==> src/rtl/riscv_multicycle_control_pkg.sv <==
// Purpose : shared types for the multicycle RISC-V control slice (ALU ops,
//           opcodes, branch funct3 codes, instruction layout, FSM states).
// Latency : n/a (types and constants only).
// Backpressure: n/a.
// Contents: package riscv_core_p; no ports.
package riscv_core_p;

  localparam int RISCV_XLEN = 32;

  typedef enum logic [2:0] {
    ALU_ADD = 3'd0,
    ALU_SUB = 3'd1,
    ALU_SLT = 3'd2,
    ALU_XOR = 3'd3,
    ALU_OR  = 3'd4,
    ALU_AND = 3'd5
  } ALUOp;

  // Major opcodes
  localparam logic [6:0] OPC_OP     = 7'b0110011;
  localparam logic [6:0] OPC_IMM    = 7'b0010011;
  localparam logic [6:0] OPC_LOAD   = 7'b0000011;
  localparam logic [6:0] OPC_STORE  = 7'b0100011;
  localparam logic [6:0] OPC_BRANCH = 7'b1100011;
  localparam logic [6:0] OPC_JAL    = 7'b1101111;
  localparam logic [6:0] OPC_JALR   = 7'b1100111;

  // funct7 value selecting SUB for register-register ADD
  localparam logic [6:0] F7_ALT = 7'b0100000;

  // ALU funct3 codes
  localparam logic [2:0] F3_ADD = 3'b000;
  localparam logic [2:0] F3_SLT = 3'b010;
  localparam logic [2:0] F3_XOR = 3'b100;
  localparam logic [2:0] F3_OR  = 3'b110;
  localparam logic [2:0] F3_AND = 3'b111;

  // Branch funct3 codes
  localparam logic [2:0] BEQ = 3'b000;
  localparam logic [2:0] BNE = 3'b001;
  localparam logic [2:0] BLT = 3'b100;
  localparam logic [2:0] BGE = 3'b101;

  typedef struct packed {
    logic [6:0] funct7;
    logic [4:0] rs2;
    logic [4:0] rs1;
    logic [2:0] funct3;
    logic [4:0] rd;
    logic [6:0] opcode;
  } Instruction;

  typedef enum logic [2:0] {
    FETCH     = 3'd0,
    DECODE    = 3'd1,
    EXECUTE   = 3'd2,
    MEMORY    = 3'd3,
    WRITEBACK = 3'd4,
    ERROR     = 3'd5
  } mc_state_t;

  typedef enum logic [2:0] {
    CLS_NONE   = 3'd0,
    CLS_OP     = 3'd1,
    CLS_IMM    = 3'd2,
    CLS_LOAD   = 3'd3,
    CLS_STORE  = 3'd4,
    CLS_BRANCH = 3'd5,
    CLS_JAL    = 3'd6,
    CLS_JALR   = 3'd7
  } instr_cls_t;

  // ALU select for OP/IMM; sub is only ever set for OP with the alternate funct7.
  function automatic ALUOp alu_from_funct3(input logic [2:0] f3, input logic sub);
    ALUOp op;
    op = ALU_ADD;
    case (f3)
      F3_ADD:  op = sub ? ALU_SUB : ALU_ADD;
      F3_SLT:  op = ALU_SLT;
      F3_XOR:  op = ALU_XOR;
      F3_OR:   op = ALU_OR;
      F3_AND:  op = ALU_AND;
      default: op = ALU_ADD;
    endcase
    return op;
  endfunction

endpackage

==> src/rtl/riscv_multicycle_control_decode.sv <==
// Purpose : combinational instruction decode for the multicycle control FSM.
// Latency : 0 cycles (pure combinational).
// Backpressure: none; outputs follow i_instruction continuously.
// Ports   : i_instruction (IR contents) -> o_cls, o_alu_ctrl, o_alu_src,
//           o_br_on_zero (branch taken when Zero=1), o_illegal.
// Config  : RISCV_MC_JUMP_EN makes JAL/JALR legal; otherwise they decode illegal.
module riscv_mc_decode
  import riscv_core_p::*;
#(
  parameter int XLEN = RISCV_XLEN
) (
  input  logic [XLEN-1:0] i_instruction,
  output instr_cls_t      o_cls,
  output ALUOp            o_alu_ctrl,
  output logic            o_alu_src,
  output logic            o_br_on_zero,
  output logic            o_illegal
);

  Instruction w_instr;
  logic       w_unused_fields;

  assign w_instr         = i_instruction[31:0];
  assign w_unused_fields = ^{w_instr.rs2, w_instr.rs1, w_instr.rd};

  always_comb begin
    o_cls        = CLS_NONE;
    o_alu_ctrl   = ALU_ADD;
    o_alu_src    = 1'b0;
    o_br_on_zero = 1'b0;
    o_illegal    = 1'b0;
    case (w_instr.opcode)
      OPC_OP: begin
        o_cls      = CLS_OP;
        o_alu_ctrl = alu_from_funct3(w_instr.funct3, w_instr.funct7 == F7_ALT);
      end
      OPC_IMM: begin
        o_cls      = CLS_IMM;
        o_alu_ctrl = alu_from_funct3(w_instr.funct3, 1'b0);
        o_alu_src  = 1'b1;
      end
      OPC_LOAD: begin
        o_cls     = CLS_LOAD;
        o_alu_src = 1'b1;
      end
      OPC_STORE: begin
        o_cls     = CLS_STORE;
        o_alu_src = 1'b1;
      end
      OPC_BRANCH: begin
        o_cls = CLS_BRANCH;
        // BLT compares with SLT, so "less than" shows up as a non-zero result.
        case (w_instr.funct3)
          BEQ: begin o_alu_ctrl = ALU_SUB; o_br_on_zero = 1'b1; end
          BNE: begin o_alu_ctrl = ALU_SUB; o_br_on_zero = 1'b0; end
          BLT: begin o_alu_ctrl = ALU_SLT; o_br_on_zero = 1'b0; end
          BGE: begin o_alu_ctrl = ALU_SLT; o_br_on_zero = 1'b1; end
          default: o_illegal = 1'b1;
        endcase
      end
`ifdef RISCV_MC_JUMP_EN
      OPC_JAL: begin
        o_cls = CLS_JAL;
      end
      OPC_JALR: begin
        o_cls     = CLS_JALR;
        o_alu_src = 1'b1;
      end
`else
      OPC_JAL, OPC_JALR: begin
        o_illegal = 1'b1;
      end
`endif
      default: o_illegal = 1'b1;
    endcase
  end

endmodule

==> src/rtl/riscv_multicycle_control.sv <==
// Purpose : multicycle RISC-V control unit (FETCH/DECODE/EXECUTE/MEMORY/WRITEBACK/ERROR).
// Latency : branch 3, ALU 4, store 4, load 5 cycles, plus one per memory wait cycle.
// Backpressure: stalls in FETCH until iReady, in MEMORY until dReady.
// Ports   : clk, rst (sync, active-low), instruction, iReady, dReady, Zero in;
//           PCWrite, IRWrite, PCSrc, ALUSrc, MemtoReg, RegWrite, MemRead, MemWrite,
//           error (sticky), ALUCtrl, instret (retired count) out.
// Config  : RISCV_MC_JUMP_EN enables JAL/JALR (handled in riscv_mc_decode).
module riscv_multicycle_control
  import riscv_core_p::*;
#(
  parameter int XLEN      = RISCV_XLEN,
  parameter int INSTRET_W = 32
) (
  input  logic                 clk,
  input  logic                 rst,
  input  logic [XLEN-1:0]      instruction,
  input  logic                 iReady,
  input  logic                 dReady,
  input  logic                 Zero,
  output logic                 PCWrite,
  output logic                 IRWrite,
  output logic                 PCSrc,
  output logic                 ALUSrc,
  output logic                 MemtoReg,
  output logic                 RegWrite,
  output logic                 MemRead,
  output logic                 MemWrite,
  output logic                 error,
  output ALUOp                 ALUCtrl,
  output logic [INSTRET_W-1:0] instret
);

  localparam logic [INSTRET_W-1:0] INSTRET_ONE = {{(INSTRET_W-1){1'b0}}, 1'b1};

  instr_cls_t w_dec_cls;
  ALUOp       w_dec_alu_ctrl;
  logic       w_dec_alu_src;
  logic       w_dec_br_on_zero;
  logic       w_dec_illegal;

  mc_state_t            r_state;
  instr_cls_t           r_cls;
  ALUOp                 r_alu_ctrl;
  logic                 r_alu_src;
  logic                 r_br_on_zero;
  logic [INSTRET_W-1:0] r_instret;

  riscv_mc_decode #(.XLEN(XLEN)) u_decode (
    .i_instruction (instruction),
    .o_cls         (w_dec_cls),
    .o_alu_ctrl    (w_dec_alu_ctrl),
    .o_alu_src     (w_dec_alu_src),
    .o_br_on_zero  (w_dec_br_on_zero),
    .o_illegal     (w_dec_illegal)
  );

  // State, retire counter and the decode result captured in DECODE, so later
  // states never depend on the instruction input again.
  always_ff @(posedge clk) begin
    if (!rst) begin
      r_state      <= FETCH;
      r_cls        <= CLS_NONE;
      r_alu_ctrl   <= ALU_ADD;
      r_alu_src    <= 1'b0;
      r_br_on_zero <= 1'b0;
      r_instret    <= '0;
    end else begin
      if (PCWrite) begin
        r_instret <= r_instret + INSTRET_ONE;
      end
      case (r_state)
        FETCH: begin
          if (iReady) r_state <= DECODE;
        end
        DECODE: begin
          r_cls        <= w_dec_cls;
          r_alu_ctrl   <= w_dec_alu_ctrl;
          r_alu_src    <= w_dec_alu_src;
          r_br_on_zero <= w_dec_br_on_zero;
          if (w_dec_illegal)               r_state <= ERROR;
          else if (w_dec_cls == CLS_JAL)   r_state <= WRITEBACK;
          else                             r_state <= EXECUTE;
        end
        EXECUTE: begin
          case (r_cls)
            CLS_BRANCH:          r_state <= FETCH;
            CLS_LOAD, CLS_STORE: r_state <= MEMORY;
            default:             r_state <= WRITEBACK;
          endcase
        end
        MEMORY: begin
          if (dReady) r_state <= (r_cls == CLS_LOAD) ? WRITEBACK : FETCH;
        end
        WRITEBACK: r_state <= FETCH;
        ERROR:     r_state <= ERROR;
        default:   r_state <= ERROR;
      endcase
    end
  end

  assign instret = r_instret;

  // Outputs are decoded from the registered state; IRWrite, PCWrite and PCSrc
  // also look at iReady/dReady/Zero because they must act in the same cycle.
  always_comb begin
    PCWrite  = 1'b0;
    IRWrite  = 1'b0;
    PCSrc    = 1'b0;
    ALUSrc   = 1'b0;
    MemtoReg = 1'b0;
    RegWrite = 1'b0;
    MemRead  = 1'b0;
    MemWrite = 1'b0;
    error    = 1'b0;
    ALUCtrl  = ALU_ADD;
    case (r_state)
      FETCH: IRWrite = iReady;
      EXECUTE: begin
        ALUCtrl = r_alu_ctrl;
        ALUSrc  = r_alu_src;
        if (r_cls == CLS_BRANCH) begin
          PCWrite = 1'b1;
          PCSrc   = r_br_on_zero ? Zero : !Zero;
        end
      end
      MEMORY: begin
        MemRead  = (r_cls == CLS_LOAD);
        MemWrite = (r_cls == CLS_STORE);
        PCWrite  = dReady && (r_cls == CLS_STORE);
      end
      WRITEBACK: begin
        RegWrite = 1'b1;
        MemtoReg = (r_cls == CLS_LOAD);
        PCWrite  = 1'b1;
        PCSrc    = (r_cls == CLS_JAL) || (r_cls == CLS_JALR);
      end
      ERROR:   error = 1'b1;
      default: ;
    endcase
    // While reset is asserted the state may still be mid-instruction; mask
    // everything so no memory/register write leaks out during that edge.
    if (!rst) begin
      PCWrite  = 1'b0;
      IRWrite  = (r_state == FETCH) && iReady;
      PCSrc    = 1'b0;
      ALUSrc   = 1'b0;
      MemtoReg = 1'b0;
      RegWrite = 1'b0;
      MemRead  = 1'b0;
      MemWrite = 1'b0;
      error    = 1'b0;
      ALUCtrl  = ALU_ADD;
    end
  end

endmodule
==> config.mk <==
export PLATFORM = sky130hd
export DESIGN_NAME = riscv_multicycle_control
export DESIGN_NICKNAME = d
export VERILOG_FILES = /design/src/rtl/riscv_multicycle_control_pkg.sv /design/src/rtl/riscv_multicycle_control_decode.sv /design/src/rtl/riscv_multicycle_control.sv
export SDC_FILE = /design/constraint.sdc
export NUM_CORES = 1
export LEC_CHECK = 0
export BUFFER_PORTS_ARGS = -buffer_cell sky130_fd_sc_hd__buf_2
export CAP_MARGIN = 20
export CORE_MARGIN = 2
export CORE_UTILIZATION = 41
export DETAILED_ROUTE_END_ITERATION = 12
export HOLD_SLACK_MARGIN = 0.1
export PLACE_DENSITY_LB_ADDON = 0.25
export SETUP_SLACK_MARGIN = 0.05
export SYNTH_ARGS = -nofsm -noshare
export SYNTH_HDL_FRONTEND = slang
export SYNTH_SLANG_ARGS = --single-unit
==> constraint.sdc <==
create_clock -name clk -period 2.3 [get_ports clk]
set_input_delay 0 -clock clk [delete_from_list [all_inputs] [get_ports clk]]
set_output_delay 0 -clock clk [all_outputs]
set_load 0.01 [all_outputs]
==> impl_results.md <==
- Req. time, crit path: roughly 2.5 ns
- TNS Setup: 0 ns
- Skew final: 0.0164 ns
- Area growth syn-to-layout: 23.6%
- Unrepaired setup endpoints after global routing: no
- First-pass GRT wire length: 9250 um
- Max Slew Vio Count: 0
- Total number of vias: 2451
- Sequential area share after synthesis: between 30% and 40%
- Hpwl dp: 4110 um
- Syn Nets: 335
- Yosys reg bits: 43
- Final Cell Area: 2950 um^2
- Pin count of the biggest net entering global routing: 20
- Syn Std Cell Area: ~2400 um^2
- Die area: approximately 6500 um^2
- CTS buffer count: 5
- Syn_area_per_cell: 8.04 um^2
- CTS tree: done
- Final Hold Fails: 0
- Clk Latency, worst-skew pair: 0.30 ns
- Cell area after placement: 2820 um^2
- Core area: approximately 5600 um^2
- Worst EP arrival: 2.33 ns
- Mean number of vias per cell: 5.61
- Status: completed
- Asr flop ratio synth: 0%
- Netlist cell types: 50
- Share of layout cells above drive strength 1: about a quarter
- IO buf count: 65
- Global route overflow: 0
- Post-CTS sizing: 0
- Initial Utilization: 42.9%
- Worst-margin pin slew: 0.518 ns
- PwrDens: 506 nW/um^2
- WL per Instance: 13.0 um
- Critical path start-end classification: reg2reg
- Iteration-0 DRC Markers: ~160
- Initial antenna violation count: 0
- Clk pin slew, worst setup/hold paths: approximately 0.090 ns
- Startpoint types: flip-flop
- Fraction of the cycle the final worst path needs: about nine tenths
- Cells after Synth: 297
- Die W: 80.3 um
- Ys Warns: 0
- Placer Congestion: 0.839
- Worst VDD drop: about 290 uV
- I/O pins: 81
- Residual DRC: 0
- Final nets: 402
- Die height: 80.3 um
- N_diodes: 0
- EDFF count, synth: 0
- Bufs on Longest Clock Path: 2
- Crit. End Element: flip-flop
- Highest Clock Rate: around 480 MHz
- Root Driver: clkbuf_8
- Vias in the first global route: approximately 2000
- ANT nets after route: 0
- Max Fanout on Critical Path: 6
- Post-layout min period: 2.10 ns
- Relative slew slack: about 65%
- Leak: 1.16 nW
- Total GRT Usage: 18.0%
- CTS Sinks: between 40 and 50
- Worst min path class: in2reg
- First drt pass iteration count: 4
- Max-Cap Viols: 0
- WL final: about 5700 um
- Row cnt: 27
- Ys flop type: dfxtp_1
- Final setup viols: 0
- H-tree Lvls: 2
-- area by class of cell --
cell class / instances / area (um^2)
Inverter: 6 / 22.5
Clock inverter: 2 / 38.8
Multi-Input combinational cell: 229 / 1420
Fill cell: 579 / 2620
Clock buffer: 6 / 82.6
Sequential cell: 43 / 861
Timing Repair Buffer: 79 / 433
Tap cell: 72 / 90.1
-- flip-flops by register name, indices dropped and copies added (netlist names) --
name / count
r_br_on_zero: 1
instret: 32
r_state: 3
r_alu_ctrl: 3
r_alu_src: 1
r_cls: 3
-- synth_stat cells, types with 5 or more instances --
master	n	share of area (%)
a21oi_1	26	5.4
and2_1	10	2.6
clkbuf_1	15	2.4
dfxtp_1	43	36
inv_1	6	0.94
nand2_1	22	3.5
nand3_1	9	1.9
nand4_1	5	1.3
nor2_1	24	3.8
nor3_1	6	1.3
o21ai_0	24	5.0
o31ai_1	5	1.6
or3_1	13	3.4
or4_1	8	2.5
xnor2_1	6	2.2
xor2_1	9	3.3
-- power by group --
group	switching, mW	internal (mW)
Clock	0.268	0.357
Combinational	0.0680	0.0492
Sequential	0.00409	0.748
Total	0.340	1.15
-- cell families (layout without fill, tap and decap cells) --
logic type | count (synthesis) | after routing | synth area share [%]
AND/OR/NAND/NOR | 132 | 132 | 32.0
multiplexers | 1 | 1 | 0.419
adder cells (fa/ha/maj) | 1 | 1 | 0.524
buffers and inverters | 25 | 93 | 4.35
flip-flops | 43 | 43 | 36.0
XOR/XNOR | 15 | 15 | 5.50
AO/OA/AOI/OAI | 80 | 80 | 21.2
-- routing by layer --
layer  vias to the layer above  part of all wire [%]  GRT usage, %
li1                       1235                     -             -
met3                         5                   5.2          4.49
met4                         0                   1.1          5.76
met2                        65                    44          28.5
met1                      1146                    49          23.9
met5                         -                     0             0
-- final timing paths --
path                  start           end  slack (ns)  depth (start not counted)
max reg2reg        r_cls[0]   instret[27]        0.20                          5
min          instruction[6]      r_cls[1]        0.13                          4
min reg2reg    r_br_on_zero  r_br_on_zero        0.47                          2
max                r_cls[0]   instret[27]        0.20                          5
-- critical path: stages (launching register included) --
cell	delay, ns
dfxtp_1	0.33
nand3b_1	0.20
a2111oi_4	0.51
o21ai_0	0.29
or4_1	0.56
a21oi_1	0.15
-- through the flow --
stage / total power, mW / hold WS [ns] / std cells / utilization [%] / setup WS [ns]
6_report: 1.49 / 0.132 / 437 / 53.0 / 0.204
5_1_grt: 1.55 / 0.156 / 437 / 53.0 / 0.107
4_1_cts: 1.51 / 0.122 / 437 / 53.0 / 0.209
3_5_place_dp: 0.886 / 0.339 / 428 / 50.6 / 0.237
3_3_place_gp: 0.885 / 0.342 / 428 / 50.6 / 0.274
2_1_floorplan: 0.842 / 0.129 / 297 / - / 0.382
-- placed cells by master (no fill, tap or decap), types with 8 or more instances in the layout --
cell	n
a21oi_1	26
and2_1	10
buf_2	65
buf_4	13
dfxtp_1	43
nand2_1	22
nand3_1	9
nor2_1	24
o21ai_0	24
or3_1	13
or4_1	8
xor2_1	9
-- repair_timing --
item	4_1_cts	5_1_grt
hold endpoints to repair	1	0
endpoints found under the setup margin	0	0
hold buffers	1	0
setup buffers	0	0
(Power assumes the default switching activity.)
